$ cat src/rtl/led_display_scanner.sv
// Multiplexed 7-segment display scanner with shadow registers, PWM dimming and anti-ghost blanking.
// Optional blink support is compiled in with `define LED_DISPLAY_BLINK_EN.
module led_display_scanner #(
    parameter int NUM_DIGITS     = 6,
    parameter int CLK_RATE_HZ    = 100000000,
    parameter int DIGIT_RATE_HZ  = 1000,
    parameter int SEG_ACTIVE_LOW = 1,
    parameter int EN_ACTIVE_LOW  = 1,
    parameter int BRIGHT_BITS    = 3,
    parameter int BLINK_HZ       = 2
) (
    input  logic                    clk,
    input  logic                    reset,
    input  logic [4*NUM_DIGITS-1:0] data,
    input  logic [NUM_DIGITS-1:0]   digit_enable_mask,
    input  logic [NUM_DIGITS-1:0]   decimal_point_enable_mask,
    input  logic [NUM_DIGITS-1:0]   blink_mask,
    input  logic [BRIGHT_BITS-1:0]  brightness,
    input  logic                    update,
    output logic                    update_ack,
    output logic [7:0]              display_led_segments,
    output logic [NUM_DIGITS-1:0]   display_led_enable_mask,
    output logic                    frame_start
);

    localparam int DWELL   = CLK_RATE_HZ / DIGIT_RATE_HZ;
    localparam int PRESC_W = (DWELL > 1) ? $clog2(DWELL) : 1;
    localparam int IDX_W   = (NUM_DIGITS > 1) ? $clog2(NUM_DIGITS) : 1;
    localparam logic [PRESC_W-1:0] PRESC_LAST = PRESC_W'(DWELL - 1);
    localparam logic [IDX_W-1:0]   IDX_LAST   = IDX_W'(NUM_DIGITS - 1);
    localparam logic [7:0]            SEG_OFF = (SEG_ACTIVE_LOW != 0) ? 8'hFF : 8'h00;
    localparam logic [NUM_DIGITS-1:0] EN_OFF  = (EN_ACTIVE_LOW != 0) ? '1 : '0;

    generate
        if (DWELL < 4) begin : g_bad_dwell
            $error("led_display_scanner: DWELL must be at least 4 cycles");
        end
        if (NUM_DIGITS < 1 || NUM_DIGITS > 8) begin : g_bad_digits
            $error("led_display_scanner: NUM_DIGITS must be 1..8");
        end
    endgenerate

    logic [PRESC_W-1:0]      presc_q, presc_d;
    logic [IDX_W-1:0]        idx_q, idx_d;
    logic [BRIGHT_BITS-1:0]  pwm_q, pwm_d;
    logic [4*NUM_DIGITS-1:0] data_sh_q, data_sh_d;
    logic [NUM_DIGITS-1:0]   den_sh_q, den_sh_d;
    logic [NUM_DIGITS-1:0]   dp_sh_q, dp_sh_d;
    logic [BRIGHT_BITS-1:0]  bright_sh_q, bright_sh_d;
    logic [7:0]              seg_q, seg_d;
    logic [NUM_DIGITS-1:0]   en_q, en_d;
    logic                    ack_q, ack_d;
    logic                    frame_q, frame_d;
    logic                    capture;
    logic                    blink_off;
    logic [3:0]              nibble;
    logic [6:0]              glyph;
    logic [NUM_DIGITS-1:0]   en_act;
    logic                    lit;

`ifdef LED_DISPLAY_BLINK_EN
    localparam int BLINK_HALF = CLK_RATE_HZ / (2 * BLINK_HZ);
    localparam int BLINK_W    = (BLINK_HALF > 1) ? $clog2(BLINK_HALF) : 1;
    localparam logic [BLINK_W-1:0] BLINK_LAST = BLINK_W'(BLINK_HALF - 1);

    logic [BLINK_W-1:0]    blink_cnt_q, blink_cnt_d;
    logic                  blink_phase_q, blink_phase_d;
    logic [NUM_DIGITS-1:0] blink_sh_q, blink_sh_d;

    always_comb begin
        blink_cnt_d   = blink_cnt_q + 1'b1;
        blink_phase_d = blink_phase_q;
        blink_sh_d    = capture ? blink_mask : blink_sh_q;
        if (blink_cnt_q == BLINK_LAST) begin
            blink_cnt_d   = '0;
            blink_phase_d = ~blink_phase_q;
        end
        blink_off = blink_phase_q & blink_sh_q[idx_q];
    end

    always_ff @(posedge clk) begin
        if (reset) begin
            blink_cnt_q   <= '0;
            blink_phase_q <= 1'b0;
            blink_sh_q    <= '0;
        end else begin
            blink_cnt_q   <= blink_cnt_d;
            blink_phase_q <= blink_phase_d;
            blink_sh_q    <= blink_sh_d;
        end
    end
`else
    localparam int unused_blink_hz = BLINK_HZ;
    logic unused_blink_mask;
    assign unused_blink_mask = ^blink_mask;
    assign blink_off = 1'b0;
`endif

    always_comb begin
        presc_d = presc_q + 1'b1;
        idx_d   = idx_q;
        pwm_d   = pwm_q + 1'b1;
        if (presc_q == PRESC_LAST) begin
            presc_d = '0;
            idx_d   = (idx_q == IDX_LAST) ? '0 : idx_q + 1'b1;
        end

        // New contents only land at the very end of a frame so a frame is never torn.
        capture     = (presc_q == PRESC_LAST) && (idx_q == IDX_LAST) && update;
        data_sh_d   = capture ? data : data_sh_q;
        den_sh_d    = capture ? digit_enable_mask : den_sh_q;
        dp_sh_d     = capture ? decimal_point_enable_mask : dp_sh_q;
        bright_sh_d = capture ? brightness : bright_sh_q;
        ack_d       = capture;
        frame_d     = (presc_q == '0) && (idx_q == '0);

        nibble = data_sh_q[4*int'(idx_q) +: 4];
        case (nibble)
            4'h0: glyph = 7'b0111111;
            4'h1: glyph = 7'b0000110;
            4'h2: glyph = 7'b1011011;
            4'h3: glyph = 7'b1001111;
            4'h4: glyph = 7'b1100110;
            4'h5: glyph = 7'b1101101;
            4'h6: glyph = 7'b1111101;
            4'h7: glyph = 7'b0000111;
            4'h8: glyph = 7'b1111111;
            4'h9: glyph = 7'b1101111;
            4'hA: glyph = 7'b1110111;
            4'hB: glyph = 7'b1111100;
            4'hC: glyph = 7'b0111001;
            4'hD: glyph = 7'b1011110;
            4'hE: glyph = 7'b1111001;
            default: glyph = 7'b1110001;
        endcase

        // The first cycle of every dwell is blanked to hide ghosting while segments settle.
        lit = (presc_q != '0) && (pwm_q <= bright_sh_q) && den_sh_q[idx_q] && !blink_off;
        en_act         = '0;
        en_act[idx_q]  = lit;
        seg_d = {dp_sh_q[idx_q], glyph} ^ SEG_OFF;
        en_d  = en_act ^ EN_OFF;
    end

    always_ff @(posedge clk) begin
        if (reset) begin
            presc_q     <= '0;
            idx_q       <= '0;
            pwm_q       <= '0;
            data_sh_q   <= '0;
            den_sh_q    <= '0;
            dp_sh_q     <= '0;
            bright_sh_q <= '0;
            seg_q       <= SEG_OFF;
            en_q        <= EN_OFF;
            ack_q       <= 1'b0;
            frame_q     <= 1'b0;
        end else begin
            presc_q     <= presc_d;
            idx_q       <= idx_d;
            pwm_q       <= pwm_d;
            data_sh_q   <= data_sh_d;
            den_sh_q    <= den_sh_d;
            dp_sh_q     <= dp_sh_d;
            bright_sh_q <= bright_sh_d;
            seg_q       <= seg_d;
            en_q        <= en_d;
            ack_q       <= ack_d;
            frame_q     <= frame_d;
        end
    end

    assign update_ack              = ack_q;
    assign display_led_segments    = seg_q;
    assign display_led_enable_mask = en_q;
    assign frame_start             = frame_q;

endmodule

$ cat config.mk
export PLATFORM = sky130hd
export DESIGN_NAME = led_display_scanner
export DESIGN_NICKNAME = d
export VERILOG_FILES = /design/src/rtl/led_display_scanner.sv
export SDC_FILE = /design/constraint.sdc
export NUM_CORES = 1
export LEC_CHECK = 0
export BUFFER_PORTS_ARGS = -buffer_cell sky130_fd_sc_hd__buf_4
export CAP_MARGIN = 20
export CORE_ASPECT_RATIO = 1.4
export CORE_UTILIZATION = 45
export CTS_BUF_LIST = sky130_fd_sc_hd__clkbuf_4 sky130_fd_sc_hd__clkbuf_8 sky130_fd_sc_hd__clkbuf_16
export DETAILED_ROUTE_END_ITERATION = 8
export PLACE_DENSITY = 0.67
export SYNTH_ARGS = -nofsm -noshare
export SYNTH_HDL_FRONTEND = slang
export SYNTH_SLANG_ARGS = --single-unit
$ cat constraint.sdc
create_clock -name clk -period 2.9 [get_ports clk]
set_clock_uncertainty 0.05 [all_clocks]
set_input_delay 0.58 -clock clk [delete_from_list [all_inputs] [get_ports clk]]
set_output_delay 0.58 -clock clk [all_outputs]
set_load 0.01 [all_outputs]
# ---- Yosys cells after proc, flatten, opt, wreduce, memory -nomap -nowiden
# Memory sizes are Yosys's and may differ from the RTL's.
# Index checks and enable logic that the tools add are counted.
dict set report op_classes {
  eq_ne 2
  addsub 3
  mux 7
  shift 1
  reduce_logical 10
  magnitude_cmp 3
  bitwise 3
}
# op n
set ops {}
lappend ops {{$shiftx A24 B6 Y4} 1}
lappend ops {{$add A17 B1 Y17 const B} 1}
lappend ops {{$eq A17 B17 Y1 const B} 1}
lappend ops {{$logic_not A17 Y1} 1}
lappend ops {{$reduce_bool A17 Y1} 1}
lappend ops {{$not A8 Y8} 1}
lappend ops {{$add A3 B1 Y3 const B} 2}
lappend ops {{$and A6 B6 Y6} 1}
lappend ops {{$bmux W1 S3} 2}
lappend ops {{$logic_and A1 B1 Y1} 6}
lappend ops {{$not A6 Y6} 1}
lappend ops {{$lt A3 B4 Y1 const B} 1}
lappend ops {{$demux W1 S3} 1}
lappend ops {{$eq A3 B3 Y1 const B} 1}
lappend ops {{$ge A3 B1 Y1 const B} 1}
lappend ops {{$le A3 B3 Y1} 1}
lappend ops {{$logic_not A3 Y1} 1}
lappend ops {{$mux W1} 3}
lappend ops {{$mux W3} 1}
lappend ops {{$reduce_or A2 Y1} 1}
dict set report totals {
  romBits 112
  n_memories 1
  word_cells 41
  inputBits 48
  out_inout_bits 16
  register_bits 78
}
# name words width rd rd_clocked_by_memory_dff wr line_no
set mem_list {}
lappend mem_list {{(no name shown)} 16 7 1 0 0 118} ;# case (nibble)

# ---- Logic depth before layout (Yosys ltp)
dict set report depth {
  ltp_word 6
  mapped_depth 10
  depth_no_buf 8
}

# ---- Worst setup path after synthesis
# No wires, ideal clock.
dict set report synth_timing {
  path_type {register -> register}
  start {reg idx_q[0]}
  end {reg seg_q[3] (netlist: display_led_segments[3])}
  path_buffers 2
  period_less_slack_ps 2270
  path_slack_ps 630
  setup_time_ps 115
  t_required_ps 2735
  arrival_ps 2105
  path_stages_with_launch 11
  cell_sequence {dfxtp_1 -> buf_2 -> buf_2 -> mux2i_1 -> o32ai_1 -> a21oi_1 -> inv_1 -> ha_1 -> nor3b_1 -> a211o_1 -> a31o_1}
}
dict set report synth_via {
  elab_chain_len 3
}
# item line_no
set synth_rtl {}
lappend synth_rtl {{start: declaration} 44} ;# logic [IDX_W-1:0] idx_q, idx_d;
lappend synth_rtl {{start signal: assignment} 160} ;# idx_q <= idx_d;
lappend synth_rtl {{$shiftx A24 B6 Y4} 117} ;# nibble = data_sh_q[4*int'(idx_q) +: 4];
lappend synth_rtl {{$mem_v2 Z16 W7} n/a}
lappend synth_rtl {{$not A8 Y8 (no line)} n/a}
lappend synth_rtl {{end signal: assignment} 166} ;# seg_q <= seg_d;
lappend synth_rtl {{end: declaration} 50} ;# logic [7:0] seg_q, seg_d;
# Every way passes these cells.
# A chain may end at the register's enable or synchronous reset.

# ---- Worst setup path after layout
dict set report layout_timing {
  start {reg idx_q[0]}
  end {reg seg_q[4] (netlist: display_led_segments[4])}
}
# Same word-level chain as after synthesis.

==> qor.txt <==
Status = finished, final reports clean
Placer Congestion = 0.8535
Wire per inst = 12.67 µm
Total gr overflow = 0
Yosys warnings = 0
Tot GR Track Use = 19.11%
Via-per-instance ratio = 5.013
Primary FF master, synth = dfxtp_1
Post-synth top area share = 45.18%
Buffers added on ports = 57
Flops & latches, synth = 78
Period minus WS final = 2.335 ns
Setup CP Type = flip-flop to flip-flop
DRT Pass-1 Iters = 4
F_max = 0.4283 GHz
Syn_nets = 456
Largest net degree at the start of global routing = 62
Core area = 0.007407 mm²
Fin. Hold Viols = 0
Clock slew at reported path FFs = 0.07 ns
DRT antenna net count = 0
Ranking of synthesized cells by area = dfxtp_1, nand2_1, a21oi_1, ha_1, nor2_1
Most frequent cells after synthesis = dfxtp_1, nand2_1, a21oi_1
Final period util = 80.51%
Crit. End Element = flip-flop
Max IR drop VDD = 0.2439 mV
Worst-Margin Slew = 0.6718 ns
Crit Path Max Fanout = 14
Initial antenna violation count = 0
Placed inst area = 0.003940 mm²
# DRC = 0
Top Ports = 64
Req. time, crit path = 3.09 ns
Cell area after synthesis = 0.003456 mm²
Most common cell in the synthesized netlist = dfxtp_1
Std cell rows = 37
Clock Latency Late Sink = 0.36 ns
HPWL Detailed = 4997 µm
Crit path DAT = 2.53 ns
Die X-Extent = 76.07 µm
RSZ-0062 raised after global routing = no
Met3 wire len = 235 µm
Power density cells = 471.6 mW/mm²
Die area = 0.008039 mm²
HP Class = flip-flop to flip-flop
Share of cells above drive strength 1 = 25.00%
CTS max path bufs = 2
Post-synth EDFFs = 0
Antenna diodes = 0
WL met2 = 3419 µm
Leakage power total = 1.513 nW
Max Cap Violations = 0
Total Neg Setup Slack = 0 ns
TritonCTS clock tree = yes
Post-CTS sizing = 0
First-pass GRT wire length = 12000 µm
Max-slew violations = 0
Postcts setup bufs = 0
Cell count after synthesis = 396
Distinct cells, synth = 53
Area grow syn2layout = 19.15%
Number of global-route vias before repair = 2677
Via count = 2752
Post-synth top area cell = dfxtp_1
Initial core utilization = 46.66%
CTS root buffer = clkbuf_8
Filler cell count = 742
Mapped Avg Cell Area = 8.727 µm²
Rel. slew slack = 55.22%
Nets = 509
Die height = 105.7 µm
CTS Sinks = 78
Initial DRC count = 122
Top layer reached by signal wires = met4
Num CTS Buffers = 9
Total routed wirelength = 6958 µm
Sequential fraction of the synthesis area = 45.18%
CTS hold repair buffers = 0
H-tree levels = 3
Async set or reset register ratio after synthesis = 0%
CP Launch Type = flip-flop
Final setup violation count = 0
WL met1 = 3100 µm
Post-route cell area = 0.004118 mm²
==> per-layer routing <==
layer / vias up / GRT usage (%)
li1: 1434 / -
met1: 1252 / 21.70
met2: 51 / 32.60
met3: 15 / 4.156
met4: 0 / 11.68
met5: - / 0
==> kinds of logic (layout without fill, tap and decap cells) <==
| logic type | Yosys count | count (layout) | synth area share [%] |
|---|---|---|---|
| buf+inv | 36 | 92 | 5.141 |
| flops | 78 | 78 | 45.18 |
| compound gates | 64 | 64 | 11.51 |
| fa+ha+maj | 12 | 12 | 4.345 |
| simple gates | 172 | 172 | 23.79 |
| mux | 16 | 16 | 5.467 |
| xor+xnor | 18 | 18 | 4.562 |
==> worst max-delay path, cell delays in order (launching register included) <==
cell and delay (ns):
dfxtp_1 0.69, mux2i_1 0.30, o32ai_1 0.17, nor2_1 0.49, a21oi_1 0.15, a221o_1 0.36
==> cells in the final DEF, fill, tap and decap left out, drive strengths merged, types with 2 or more instances in the layout <==
cell type  Yosys  layout
xor2           8       8
nand4          8       8
or3            3       3
nor4           5       5
nand2b         2       2
nand2         85      85
ha            12      12
o21ai          6       6
nor2          33      33
nor3           5       5
buf           13      66
clkbuf        11      13
inv           12      12
and3           2       2
or2            4       4
a21oi         46      46
nand3         13      13
nor2b          4       4
mux4           2       2
o32ai          3       3
mux2i         11      11
dfxtp         78      78
xnor2         10      10
a31oi          2       2
mux2           3       3
==> sequential cells by signal, summed over array words and instances (netlist names), 6 cells and up <==
name                     cells
display_led_segments         8
presc_q                     17
den_sh_q                     6
display_led_enable_mask      6
dp_sh_q                      6
data_sh_q                   24
==> power breakdown <==
group	leakage, nW	total (mW)	switching (mW)	internal (mW)
Sequential	0.632	1.09	0.00831	1.08
Clock	0.0948	0.736	0.356	0.380
Combinational	0.786	0.114	0.0520	0.0617
==> through the flow <==
stage / hold WS [ns] / power, mW / std cells / util (%) / setup slack (ns)
6_report: 0.3494 / 1.942 / 549 / 55.59 / 0.5652
5_1_grt: 0.3664 / 2.022 / 549 / 55.59 / 0.3948
4_1_cts: 0.3544 / 1.973 / 549 / 55.59 / 0.5808
3_5_place_dp: 0.3373 / 1.231 / 535 / 53.19 / 0.6103
3_3_place_gp: 0.3367 / 1.228 / 535 / 53.19 / 0.6064
2_1_floorplan: 0.3181 / 1.165 / 396 / - / 0.6299
==> path summary, 6_finish.rpt <==
path | start | end | slack, ns | cells after the start
min | den_sh_q[5] | display_led_enable_mask[5] | 0.35 | 1
min reg2reg | den_sh_q[5] | display_led_enable_mask[5] | 0.35 | 1
max reg2reg | idx_q[0] | display_led_segments[4] | 0.57 | 5
max | idx_q[0] | display_led_segments[4] | 0.57 | 5
==> layout make-up <==
type	count	area, µm²	area share, %
Multi-Input combinational cell	282	1717	41.69
Sequential cell	78	1562	37.92
Timing Repair Buffer	66	495.5	12.03
Clock buffer	13	172.7	4.193
Tap cell	97	121.4	2.947
Inverter	12	45.04	1.094
Clock inverter	1	5.005	0.1215
Note: power is estimated with default switching activity, not from simulation.
